[src/rtl/rx_frame_ctrl.sv]
// Receive-side frame sequencer: SYNC, CMD, LEN, payload, XOR checksum, with a held-frame handshake.
// Optional inter-byte timeout is built only when FRAME_TIMEOUT_EN is defined.
module rx_frame_ctrl #(
  parameter logic [7:0] SYNC_BYTE = 8'hA5,
  parameter int         MAX_LEN   = 16,
  parameter int         TIMEOUT   = 20000,
  localparam int        AW        = (MAX_LEN > 1) ? $clog2(MAX_LEN) : 1
) (
  input  logic          clock,
  input  logic          nrst,
  input  logic          byte_valid_i,
  input  logic [7:0]    byte_in_i,
  output logic          frame_valid_o,
  input  logic          frame_ack_i,
  output logic [7:0]    frame_cmd_o,
  output logic [7:0]    frame_len_o,
  input  logic [AW-1:0] rd_addr_i,
  output logic [7:0]    rd_data_o,
  output logic          busy_o,
  output logic          err_csum_o,
  output logic          err_len_o,
  output logic          err_ovr_o,
  output logic          err_tmo_o
);

  typedef enum logic [2:0] {
    ST_IDLE, ST_CMD, ST_LEN, ST_DATA, ST_CSUM, ST_HOLD
  } state_e;

  state_e     state_q, state_d;
  logic [7:0] cmd_q, cmd_d;
  logic [7:0] len_q, len_d;
  logic [7:0] idx_q, idx_d;
  logic [7:0] csum_q, csum_d;
  logic       err_csum_q, err_csum_d;
  logic       err_len_q, err_len_d;
  logic       err_ovr_q, err_ovr_d;
  logic [7:0] rd_data_q;
  logic       buf_we;
  logic [7:0] buf_q [MAX_LEN];

`ifdef FRAME_TIMEOUT_EN
  localparam int TW = $clog2(TIMEOUT + 1);
  logic [TW-1:0] cnt_q, cnt_d;
  logic          err_tmo_q, err_tmo_d;
`else
  logic [31:0] unused_timeout;
  assign unused_timeout = TIMEOUT;
`endif

  // NOTE: every variable gets a default before the case so no path leaves it unassigned (no latch).
  always_comb begin
    state_d    = state_q;
    cmd_d      = cmd_q;
    len_d      = len_q;
    idx_d      = idx_q;
    csum_d     = csum_q;
    err_csum_d = 1'b0;
    err_len_d  = 1'b0;
    err_ovr_d  = 1'b0;
    buf_we     = 1'b0;

    case (state_q)
      ST_IDLE: if (byte_valid_i && byte_in_i == SYNC_BYTE) begin
        csum_d  = 8'h00;
        state_d = ST_CMD;
      end
      ST_CMD: if (byte_valid_i) begin
        cmd_d   = byte_in_i;
        csum_d  = csum_q ^ byte_in_i;
        state_d = ST_LEN;
      end
      ST_LEN: if (byte_valid_i) begin
        if (byte_in_i == 8'd0 || byte_in_i > 8'(MAX_LEN)) begin
          err_len_d = 1'b1;
          state_d   = ST_IDLE;
        end else begin
          len_d   = byte_in_i;
          csum_d  = csum_q ^ byte_in_i;
          idx_d   = 8'd0;
          state_d = ST_DATA;
        end
      end
      // A SYNC-valued byte here is ordinary payload; no resynchronisation.
      ST_DATA: if (byte_valid_i) begin
        buf_we = 1'b1;
        csum_d = csum_q ^ byte_in_i;
        idx_d  = idx_q + 8'd1;
        if (idx_q == len_q - 8'd1) state_d = ST_CSUM;
      end
      ST_CSUM: if (byte_valid_i) begin
        if (byte_in_i == csum_q) begin
          state_d = ST_HOLD;
        end else begin
          err_csum_d = 1'b1;
          state_d    = ST_IDLE;
        end
      end
      ST_HOLD: begin
        err_ovr_d = byte_valid_i;
        if (frame_ack_i) state_d = ST_IDLE;
      end
      default: state_d = ST_IDLE;
    endcase

`ifdef FRAME_TIMEOUT_EN
    // Counter runs only mid-frame and only on cycles without a byte.
    err_tmo_d = 1'b0;
    cnt_d     = '0;
    if (!byte_valid_i && state_q inside {ST_CMD, ST_LEN, ST_DATA, ST_CSUM}) begin
      if (cnt_q == TW'(TIMEOUT - 1)) begin
        err_tmo_d = 1'b1;
        state_d   = ST_IDLE;
      end else begin
        cnt_d = cnt_q + 1'b1;
      end
    end
`endif
  end

  // NOTE: state registers use non-blocking assignments so every flop samples pre-edge values.
  always_ff @(posedge clock) begin
    if (!nrst) begin
      state_q    <= ST_IDLE;
      cmd_q      <= 8'h00;
      len_q      <= 8'h00;
      idx_q      <= 8'h00;
      csum_q     <= 8'h00;
      err_csum_q <= 1'b0;
      err_len_q  <= 1'b0;
      err_ovr_q  <= 1'b0;
      rd_data_q  <= 8'h00;
    end else begin
      state_q    <= state_d;
      cmd_q      <= cmd_d;
      len_q      <= len_d;
      idx_q      <= idx_d;
      csum_q     <= csum_d;
      err_csum_q <= err_csum_d;
      err_len_q  <= err_len_d;
      err_ovr_q  <= err_ovr_d;
      rd_data_q  <= buf_q[rd_addr_i];
    end
  end

  // NOTE: the payload buffer has no reset; its contents only matter after a full frame rewrites it.
  always_ff @(posedge clock) begin
    if (buf_we) buf_q[idx_q[AW-1:0]] <= byte_in_i;
  end

`ifdef FRAME_TIMEOUT_EN
  always_ff @(posedge clock) begin
    if (!nrst) begin
      cnt_q     <= '0;
      err_tmo_q <= 1'b0;
    end else begin
      cnt_q     <= cnt_d;
      err_tmo_q <= err_tmo_d;
    end
  end
  assign err_tmo_o = err_tmo_q;
`else
  assign err_tmo_o = 1'b0;
`endif

  assign frame_valid_o = (state_q == ST_HOLD);
  assign busy_o        = (state_q != ST_IDLE);
  assign frame_cmd_o   = cmd_q;
  assign frame_len_o   = len_q;
  assign rd_data_o     = rd_data_q;
  assign err_csum_o    = err_csum_q;
  assign err_len_o     = err_len_q;
  assign err_ovr_o     = err_ovr_q;

endmodule
[config.mk]
export PLATFORM = sky130hd
export DESIGN_NAME = rx_frame_ctrl
export DESIGN_NICKNAME = d
export VERILOG_FILES = /design/src/rtl/rx_frame_ctrl.sv
export SDC_FILE = /design/constraint.sdc
export NUM_CORES = 1
export LEC_CHECK = 0
export BUFFER_PORTS_ARGS = -buffer_cell sky130_fd_sc_hd__clkbuf_2
export CAP_MARGIN = 10
export CORE_MARGIN = 2
export CORE_UTILIZATION = 28
export DETAILED_ROUTE_END_ITERATION = 7
export SKIP_CTS_REPAIR_TIMING = 1
export SLEW_MARGIN = 20
export SYNTH_ARGS = -nofsm -noshare
export SYNTH_HDL_FRONTEND = slang
export SYNTH_SLANG_ARGS = --single-unit
export TNS_END_PERCENT = 100
[constraint.sdc]
create_clock -name clock -period 2.15 [get_ports clock]
set_input_delay 0.1075 -clock clock [delete_from_list [all_inputs] [get_ports clock]]
set_output_delay 0.1075 -clock clock [all_outputs]
set_load 0.1 [all_outputs]
==> results of run 1 <==
state kept, by name, indices dropped and copies added, names as in the netlist:
signal / flops
buf_q: 128
csum_q: 8
err_csum_o: 1
err_len_o: 1
err_ovr_o: 1
frame_cmd_o: 8
frame_len_o: 8
idx_q: 8
rd_data_o: 8
state_q: 3
metal layers:
metal	track usage (%)	vias to the layer above
li1	-	1980
met1	17.7	2184
met2	20.0	118
met3	3.29	28
met4	5.06	0
met5	0	-
path summary, 6_finish.rpt:
| kind | start | endpoint | slack (ps) | cells after the start |
|---|---|---|---|---|
| setup / recovery | state_q[2] | csum_q[0] | 170 | 5 |
| hold / removal | byte_valid_i | err_len_o | -5 | 3 |
| setup reg to reg | state_q[2] | csum_q[0] | 170 | 5 |
| hold reg to reg | frame_cmd_o[3] | frame_cmd_o[3] | 480 | 2 |
power by group:
| group | leakage, nW | switching [mW] | internal, mW |
|---|---|---|---|
| clock network | 0.284 | 1.40 | 1.55 |
| logic | 1.17 | 0.950 | 0.386 |
| registers | 1.53 | 0.118 | 3.69 |
worst register-to-register path, stage by stage, from the launching register on:
cell and delay [ps]:
dfxtp_1 560, nor2_1 120, and2_1 280, a21oi_1 490, nand3_1 270, o22ai_1 170
layout make-up:
class,instances,area (um^2),area share [%]
Sequential cell,174,4770,55.2
Clock buffer,18,429,4.97
Tap cell,330,413,4.78
Multi-Input combinational cell,268,2320,26.8
Inverter,13,48.8,0.565
Timing Repair Buffer,79,508,5.88
Clock inverter,14,148,1.71
cells in the final DEF, fill, tap and decap left out, drive strengths merged, types with 8 or more instances in the layout:
cell type / instances
a21oi: 8
mux4: 40
xnor2: 11
nand2: 36
nor3: 9
a21boi: 9
edfxtp: 128
inv: 21
o21ai: 12
and2: 9
dfxtp: 46
nor2: 40
nand2b: 8
buf: 35
clkbuf: 62
logic make-up (layout without fill, tap and decap cells):
family,Yosys count,count (layout),synth area share (%)
AND/OR/NAND/NOR,141,141,9.81
flip-flops,174,174,66.0
other,1,1,0.0519
AO/OA/AOI/OAI,54,54,5.08
multiplexers,49,49,13.8
buffers and inverters,38,124,2.10
adder cells (fa/ha/maj),5,5,0.866
XOR/XNOR,18,18,2.37
per-stage QoR:
stage                     area, um^2  setup slack [ps]  power [mW]  utilization [%]
after global placement          8050               186        5.17             31.9
after detailed placement        8050               217        5.21             31.9
after floorplan                 7240             -38.7        4.89                -
after global routing            8630              4.96        8.42             34.2
final                           8630               175        8.09             34.2
after CTS                       8630               185        8.15             34.2
==> flow_metrics.py, run 1 <==
metrics = {
    "sta": {
        "hold_viol": 1,
        "finalCritPeriodShare_pct": 91.9,
        "grt_setup_unrepaired": "false",
        "tightest_slew_ps": 552,
        "setup_tns_ps": 0,
        "max_freq_ghz": 0.506,
        "drv_slew": 0,
        "whs_ps": -5.31,
        "fin_crit_ps": 1980,
        "relSlewSlack_pct": 63.2,
        "final-setup-viol-count": 0,
        "finClkSkew_ps": 11.6,
    },
    "yosys": {
        "yosysWarningCount": 0,
        "synthFlopType": "edfxtp_1",
        "synth_seq_cells": 174,
        "seq_area_frac_synth_pct": 66.0,
        "synth_edf_count": 128,
        "async_flop_share_pct": 0,
        "synth_top_area_share_pct": 53.2,
        "synthTopCellsByCount": "edfxtp_1 (128), dfxtp_1 (46), mux4_2 (40), nor2_1 (40), nand2_1 (36)",
        "synthTopCellsByArea": "edfxtp_1 (53%), dfxtp_1 (13%), mux4_2 (12%), nor2_1 (2.1%), nand2_1 (1.9%)",
        "netlist_instances": 480,
        "synth_nets": 501,
        "avgSynthCellArea_um2": 15.0,
        "yosysMostFrequentCell": "edfxtp_1",
        "synth_cell_types": 48,
        "synth_area_mm2": 0.00722,
        "synth_area_leader_cell": "edfxtp_1",
    },
    "detailed_routing": {
        "ant_nets": 0,
        "route.final.wire_length_mm": 16.4,
        "drt-pass1-iter-count": 5,
        "drt-wirelength-per-cell_um": 18.3,
        "top_layer_used": "met4",
        "wl_met1_mm": 7.84,
        "wl_met3_um": 716,
        "via_per_inst": 4.81,
        "wl_met2_mm": 7.49,
        "drc_errors": 0,
        "routed-via-count": 4310,
        "drt_iter0_markers": 434,
    },
    "setup_path": {
        "worstPathCellList": "nor2_1 > and2_1 > a21oi_1 > nand3_1 > o22ai_1",
        "slowest_stage": "dfxtp_1",
        "crit_path_start_kind": "flop",
        "crit_required_ps": 2500,
        "worstPathArrival_ps": 2320,
        "crit_type": "reg -> reg",
        "crit_path_max_fanout": 13,
        "end_kind": "flop",
        "crit_buf_inv": 0,
        "critPathMaxStageDelay_ps": 560,
        "critPathTopFamily": "simple AND/OR/NAND/NOR gates",
    },
    "cells_and_area": {
        "fillers": 2425,
        "insertedDiodeCount": 0,
        "final_cells": 896,
        "num-nets-final": 574,
        "drive_above_1_share_pct": 29.0,
        "syn_to_final_growth_pct": 19.5,
    },
    "power_and_ir_drop": {
        "peakVddDrop_mv": 0.749,
        "leakage_nw": 2.98,
        "power.density_mw_per_mm2": 937,
    },
    "clock_tree": {
        "clk_pin_slew_ps": 70,
        "ctsHtreeMaxLevel": 4,
        "cts_made_buffers": 17,
        "cts_num_sinks": 174,
        "cts_root_buffer": "clkbuf_16",
        "clk_latency_ps": 430,
        "cts.path.max_buffers": 2,
        "tritoncts": "built",
    },
    "grt": {
        "grt_pass1_vias": 4465,
        "gr-usage-all-layers_pct": 13.0,
        "grt_first_pass_wirelength_mm": 26.0,
        "grt_max_degree": 33,
        "gr-total-overflow": 0,
        "antenna_found_initial": 0,
    },
    "worst_hold_path": {
        "worst_hold_path_type": "in -> reg",
    },
    "floorplanning": {
        "die_w_um": 165,
        "die-area_mm2": 0.0271,
        "initial_utilization_pct": 28.6,
        "rows": 58,
        "io_pins": 46,
        "fp.dieH_um": 165,
        "core_area_mm2": 0.0253,
    },
    "placement": {
        "dp_cells": 864,
        "gp_congestion": 0.822,
        "io_buffers": 44,
        "dp_hpwl_mm": 11.4,
    },
    "run_status": {
        "status": "finished, violations left",
        "violations": "negative hold slack",
    },
    "flow_run": {
        "cap_violations": 0,
    },
}
Power figures use the tool's default switching activity.
==> run 2: changes to the inputs <==
--- a/config.mk
+++ b/config.mk
@@ -10,6 +10,7 @@
 export CORE_MARGIN = 2
 export CORE_UTILIZATION = 28
 export DETAILED_ROUTE_END_ITERATION = 7
+export SETUP_SLACK_MARGIN = 0.5
 export SKIP_CTS_REPAIR_TIMING = 1
 export SLEW_MARGIN = 20
 export SYNTH_ARGS = -nofsm -noshare
==> flow_metrics.py, run 2 (same netlist as run 1, synthesis figures left out) <==
metrics = {
    "sta": {
        "hold_viol": 0,
        "max_freq_ghz": 0.592,
        "finalCritPeriodShare_pct": 78.6,
        "setup_tns_ps": 0,
        "finClkSkew_ps": 10.5,
        "finalWorstSetupSlack_ps": 460,
        "tightest_slew_ps": 557,
        "final-setup-viol-count": 0,
        "relSlewSlack_pct": 63.0,
        "fin_crit_ps": 1690,
        "grt_setup_unrepaired": "true",
        "drv_slew": 0,
    },
    "floorplanning": {
        "fp.dieH_um": 165,
        "io_pins": 46,
        "die_w_um": 165,
        "core_area_mm2": 0.0253,
        "rows": 58,
        "die-area_mm2": 0.0271,
        "initial_utilization_pct": 28.6,
    },
    "setup_path": {
        "worstPathArrival_ps": 1990,
        "slowest_stage": "or3_4",
        "r2r_cells": 6,
        "crit_path_start_kind": "flop",
        "end_kind": "flop",
        "worstReg2RegStart": "state_q[2]",
        "worstPathCellList": "buf_8 > or3_4 > nand4b_1 > a22o_4 > nor2_4 > o22ai_2",
        "crit_required_ps": 2450,
        "crit_buf_inv": 1,
        "critPathTopFamily": "simple AND/OR/NAND/NOR gates",
        "crit_type": "reg -> reg",
        "crit_path_max_fanout": 8,
        "r2r-end": "csum_q[3]",
        "ff2ff_setup_slack_ps": 460,
        "critPathMaxStageDelay_ps": 400,
    },
    "cells_and_area": {
        "final_cell_mix": "edfxtp_1 (128), clkbuf_2 (43), mux4_2 (40)",
        "drive_above_1_share_pct": 39.7,
        "largest_register_ffs": 128,
        "fillers": 2380,
        "syn_to_final_growth_pct": 27.0,
        "insertedDiodeCount": 0,
        "final_cells": 907,
        "num-nets-final": 585,
        "final_common_cell": "edfxtp_1",
    },
    "placement": {
        "io_buffers": 44,
        "pre_cts_ws_ps": 202,
        "dp_hpwl_mm": 11.7,
        "dp_cells": 870,
        "gp_congestion": 0.786,
    },
    "power_and_ir_drop": {
        "power.density_mw_per_mm2": 939,
        "leakage_nw": 3.12,
        "peakVddDrop_mv": 0.788,
        "p_total_mw": 8.61,
    },
    "detailed_routing": {
        "routed-via-count": 4358,
        "drt_iter0_markers": 331,
        "route.final.wire_length_mm": 17.1,
        "drt-wirelength-per-cell_um": 18.9,
        "ant_nets": 0,
        "drt-pass1-iter-count": 5,
        "via_per_inst": 4.80,
        "drc_errors": 0,
    },
    "run_status": {
        "status": "complete, no violations",
    },
    "clock_tree": {
        "clk_pin_slew_ps": 70,
        "cts.path.max_buffers": 2,
        "cts_num_sinks": 174,
        "ctsHtreeMaxLevel": 4,
        "cts_made_buffers": 17,
        "clk_latency_ps": 420,
        "tritoncts": "built",
        "cts_root_buffer": "clkbuf_16",
    },
    "worst_hold_path": {
        "worst_hold_path_type": "in -> reg",
        "whs_endpoint": "err_len_o",
        "min-delay-start": "byte_valid_i",
        "holdPathStages": 3,
    },
    "grt": {
        "grt_first_pass_wirelength_mm": 26.0,
        "antenna_found_initial": 1,
        "grt_max_degree": 33,
        "gr-usage-all-layers_pct": 13.1,
        "gr-total-overflow": 0,
        "grt_pass1_vias": 4392,
    },
    "flow_run": {
        "cap_violations": 0,
    },
}
-- run 2: power breakdown --
part	leakage [nW]	switching, mW	internal [mW]	total [mW]
Sequential	1.53	0.0863	3.70	3.78
Clock	0.295	1.28	1.92	3.20
Combinational	1.30	1.09	0.532	1.62
Total	3.12	2.46	6.15	8.61
-- run 2: stage by stage --
step	util [%]	area (um^2)	hold WS (ps)
4_1_cts	35.2	8900	-11.6
2_1_floorplan	-	7410	206
6_report	36.3	9170	40.1
3_3_place_gp	32.8	8280	442
3_5_place_dp	32.8	8280	436
5_1_grt	36.3	9170	53.7
-- run 2: how the worst max path moves through the flow --
stage / from / to / slack, ps / cells after the start
2_1_floorplan: frame_len_o[0] / state_q[2] / 390 / 7
3_3_place_gp: byte_in_i[1] / state_q[2] / 290 / 7
3_5_place_dp: frame_len_o[2] / state_q[2] / 200 / 5
4_1_cts: frame_len_o[2] / state_q[2] / 190 / 5
5_1_grt: state_q[0] / buf_q[2][1] / 400 / 6
6_report: state_q[2] / csum_q[3] / 460 / 6
-- run 2: per-layer routing --
metal	GRT usage [%]	part of all wire, %	wire length [um]
met1	16.8	44	7530
met3	3.31	5.5	936
met4	3.12	1.1	182
met5	0	0.076	13
met2	22.2	49	8430
-- run 2: final cells by class --
cell class                      count  area [um^2]  area share [%]
Sequential cell                   174         4790            52.3
Multi-Input combinational cell    268         2580            28.1
Timing Repair Buffer               90          717            7.82
Clock buffer                       22          464            5.06
Tap cell                          330          413            4.50
Clock inverter                     10          154            1.68
Inverter                           13         48.8           0.532
-- run 2: worst register-to-register path, stage by stage, from the launching register on --
cell      delay (ps)
dfxtp_2          340
buf_8            130
or3_4            400
nand4b_1         210
a22o_4           310
nor2_4           120
o22ai_2           70
==> run 3: changes to the inputs <==
--- a/config.mk
+++ b/config.mk
@@ -5,6 +5,7 @@
 export SDC_FILE = /design/constraint.sdc
 export NUM_CORES = 1
 export LEC_CHECK = 0
+export ABC_AREA = 1
 export BUFFER_PORTS_ARGS = -buffer_cell sky130_fd_sc_hd__clkbuf_2
 export CAP_MARGIN = 10
 export CORE_MARGIN = 2
==> constraint.sdc (replaced) <==
create_clock -name clock -period 1.7 [get_ports clock]
set_input_delay 0.085 -clock clock [delete_from_list [all_inputs] [get_ports clock]]
set_output_delay 0.085 -clock clock [all_outputs]
set_load 0.1 [all_outputs]
==> flow_metrics.py, run 3 <==
metrics = {
    "setup_path": {
        "worstPathCellList": "inv_4 > nor3_4 > inv_2 > nor2_4 > nand2_4 > nor2_4",
        "worstPathArrival_ps": 1770,
        "startpoint": "state_q[0]",
        "crit_buf_inv": 2,
        "critPathTopFamily": "simple AND/OR/NAND/NOR gates",
        "crit_path_max_fanout": 8,
        "critPathMostFrequentCell": "nor2_4",
        "crit_type": "reg -> reg",
        "crit_path_start_kind": "flop",
        "worstReg2RegStart": "state_q[0]",
        "critPathMaxStageDelay_ps": 360,
        "end_kind": "flop",
        "slowest_stage": "dfxtp_4",
        "crit_required_ps": 1810,
    },
    "floorplanning": {
        "rows": 59,
        "die-area_mm2": 0.0275,
        "die_w_um": 166,
        "io_pins": 46,
        "core_area_mm2": 0.0259,
        "initial_utilization_pct": 28.3,
        "fp.dieH_um": 166,
    },
    "sta": {
        "fin_crit_ps": 1650,
        "finClkSkew_ps": 10.3,
        "grt_setup_unrepaired": "true",
        "whs_ps": 19.1,
        "finalCritPeriodShare_pct": 97.1,
        "drv_slew": 0,
        "max_freq_ghz": 0.606,
        "setup_tns_ps": 0,
        "hold_viol": 0,
        "final-setup-viol-count": 0,
    },
    "detailed_routing": {
        "routed-via-count": 5415,
        "drt-pass1-iter-count": 5,
        "ant_nets": 0,
        "drc_errors": 0,
        "drt-wirelength-per-cell_um": 17.5,
        "drt_iter0_markers": 530,
        "via_per_inst": 4.87,
        "route.final.wire_length_mm": 19.4,
    },
    "cells_and_area": {
        "fin_util_pct": 36.7,
        "regArea_mm2": 0.00480,
        "num-nets-final": 784,
        "fillers": 2482,
        "syn_to_final_growth_pct": 29.6,
        "multi_input_area_mm2": 0.00263,
        "final_common_cell": "edfxtp_1",
        "drive_above_1_share_pct": 28.9,
        "largest_register_ffs": 128,
        "insertedDiodeCount": 0,
        "final_cell_mix": "edfxtp_1 (128), nor2_1 (88), nand2_1 (62)",
    },
    "clock_tree": {
        "cts_root_buffer": "clkbuf_16",
        "ctsHtreeMaxLevel": 4,
        "tritoncts": "built",
        "cts.path.max_buffers": 2,
        "cts_num_sinks": 174,
        "clk_pin_slew_ps": 70,
        "cts_made_buffers": 17,
        "clk_latency_ps": 430,
    },
    "worst_hold_path": {
        "worst_hold_path_type": "in -> reg",
        "min-delay-start": "byte_valid_i",
    },
    "yosys": {
        "synth_nets": 697,
        "synth_area_mm2": 0.00734,
        "yosysWarningCount": 0,
        "synth_top_family_by_area": "compound AO/OA/AOI/OAI gates",
        "netlist_instances": 676,
        "synth-simple-area-share_pct": 14.0,
        "synth_area_leader_cell": "edfxtp_1",
        "avgSynthCellArea_um2": 10.9,
        "synth_adder_area_share_pct": 0.853,
        "synth_cell_types": 38,
        "yosysMostFrequentCell": "edfxtp_1",
        "async_flop_share_pct": 0,
        "seq_area_frac_synth_pct": 64.9,
        "synthTopCellsByArea": "edfxtp_1 (52%), dfxtp_1 (13%), nor2_1 (5.6%), o21ai_0 (5.3%), nand2_1 (3.5%)",
        "synth_compound_area_share_pct": 14.1,
        "synthTopCellsByCount": "edfxtp_1 (128), nor2_1 (109), o21ai_0 (78)",
        "synthMuxAreaShare_pct": 0,
        "synthFlopType": "edfxtp_1",
        "synth_seq_cells": 174,
        "synth_edf_count": 128,
        "synth_top_area_share_pct": 52.4,
        "synth-xor-area-share_pct": 1.91,
    },
    "grt": {
        "gr-total-overflow": 0,
        "grt_first_pass_wirelength_mm": 29.7,
        "antenna_found_initial": 1,
        "grt_pass1_vias": 5210,
        "gr-usage-all-layers_pct": 14.0,
        "grt_max_degree": 65,
    },
    "placement": {
        "gp_congestion": 0.884,
        "dp_hpwl_mm": 13.0,
        "io_buffers": 44,
    },
    "flow_run": {
        "cap_violations": 0,
    },
    "power_and_ir_drop": {
        "leakage_nw": 3.37,
        "power.density_mw_per_mm2": 1230,
        "peakVddDrop_mv": 1.23,
    },
    "run_status": {
        "status": "complete, no violations",
    },
}
==> run 3: changes by cell type after synthesis, sizes merged, moves of 19 or more <==
cell,before,now
o221ai,1,20
nand2,36,72
mux4,40,0
nor2,40,116
o21ai,12,82
inv,13,42
a21oi,8,44
==> run 3: layer usage <==
metal / part of all wire, % / up-vias / track usage [%] / wire length [um]
met5: 0.041 / - / 0 / 8
met1: 47 / 2635 / 19.7 / 9210
met2: 46 / 162 / 21.4 / 8850
li1: - / 2587 / - / -
met4: 1.6 / 2 / 4.54 / 306
met3: 5.5 / 29 / 3.50 / 1070
==> run 3: cell families (layout without fill, tap and decap cells) <==
logic type | Yosys count | in the layout
buf+inv | 74 | 173
flops | 174 | 174
fa+ha+maj | 5 | 5
xor+xnor | 16 | 16
other cells | 1 | 1
simple gates | 233 | 234
compound gates | 173 | 173
==> run 3: where the power goes <==
part	switching (mW)	internal, mW
Clock	1.69	2.37
Sequential	0.130	4.73
Combinational	1.88	0.898
Total	3.70	8.00
==> run 3: layout make-up <==
| cell class | count | share of cell area (%) |
|---|---|---|
| Inverter | 44 | 2.01 |
| Sequential cell | 174 | 50.5 |
| Clock inverter | 12 | 1.70 |
| Clock buffer | 20 | 4.70 |
| Tap cell | 335 | 4.41 |
| Multi-Input combinational cell | 429 | 27.6 |
| Timing Repair Buffer | 97 | 9.05 |
==> run 3: worst min-delay path, cell delays in order <==
cell and delay [ps]:
clkbuf_2 170, nand2_1 110, nor2_1 50
==> run 3: worst paths after layout <==
kind | end | depth (start not counted) | slack [ps]
worst max-delay path | buf_q[11][1] | 6 | 50
worst min-delay path | err_ovr_o | 3 | 20
worst max register to register | buf_q[11][1] | 6 | 50
worst min register to register | frame_len_o[7] | 2 | 450
==> run 3: stage by stage <==
step	instance area, um^2	std cells	total power [mW]	setup WS, ps
floorplan	7580	676	6.72	7.52
global placement	8420	1060	7.38	21.3
detailed placement	8420	1060	7.38	-4.26
CTS	9030	1092	11.4	-21.2
global route	9510	1111	12.1	-69.8
finish	9510	1111	11.7	48.6
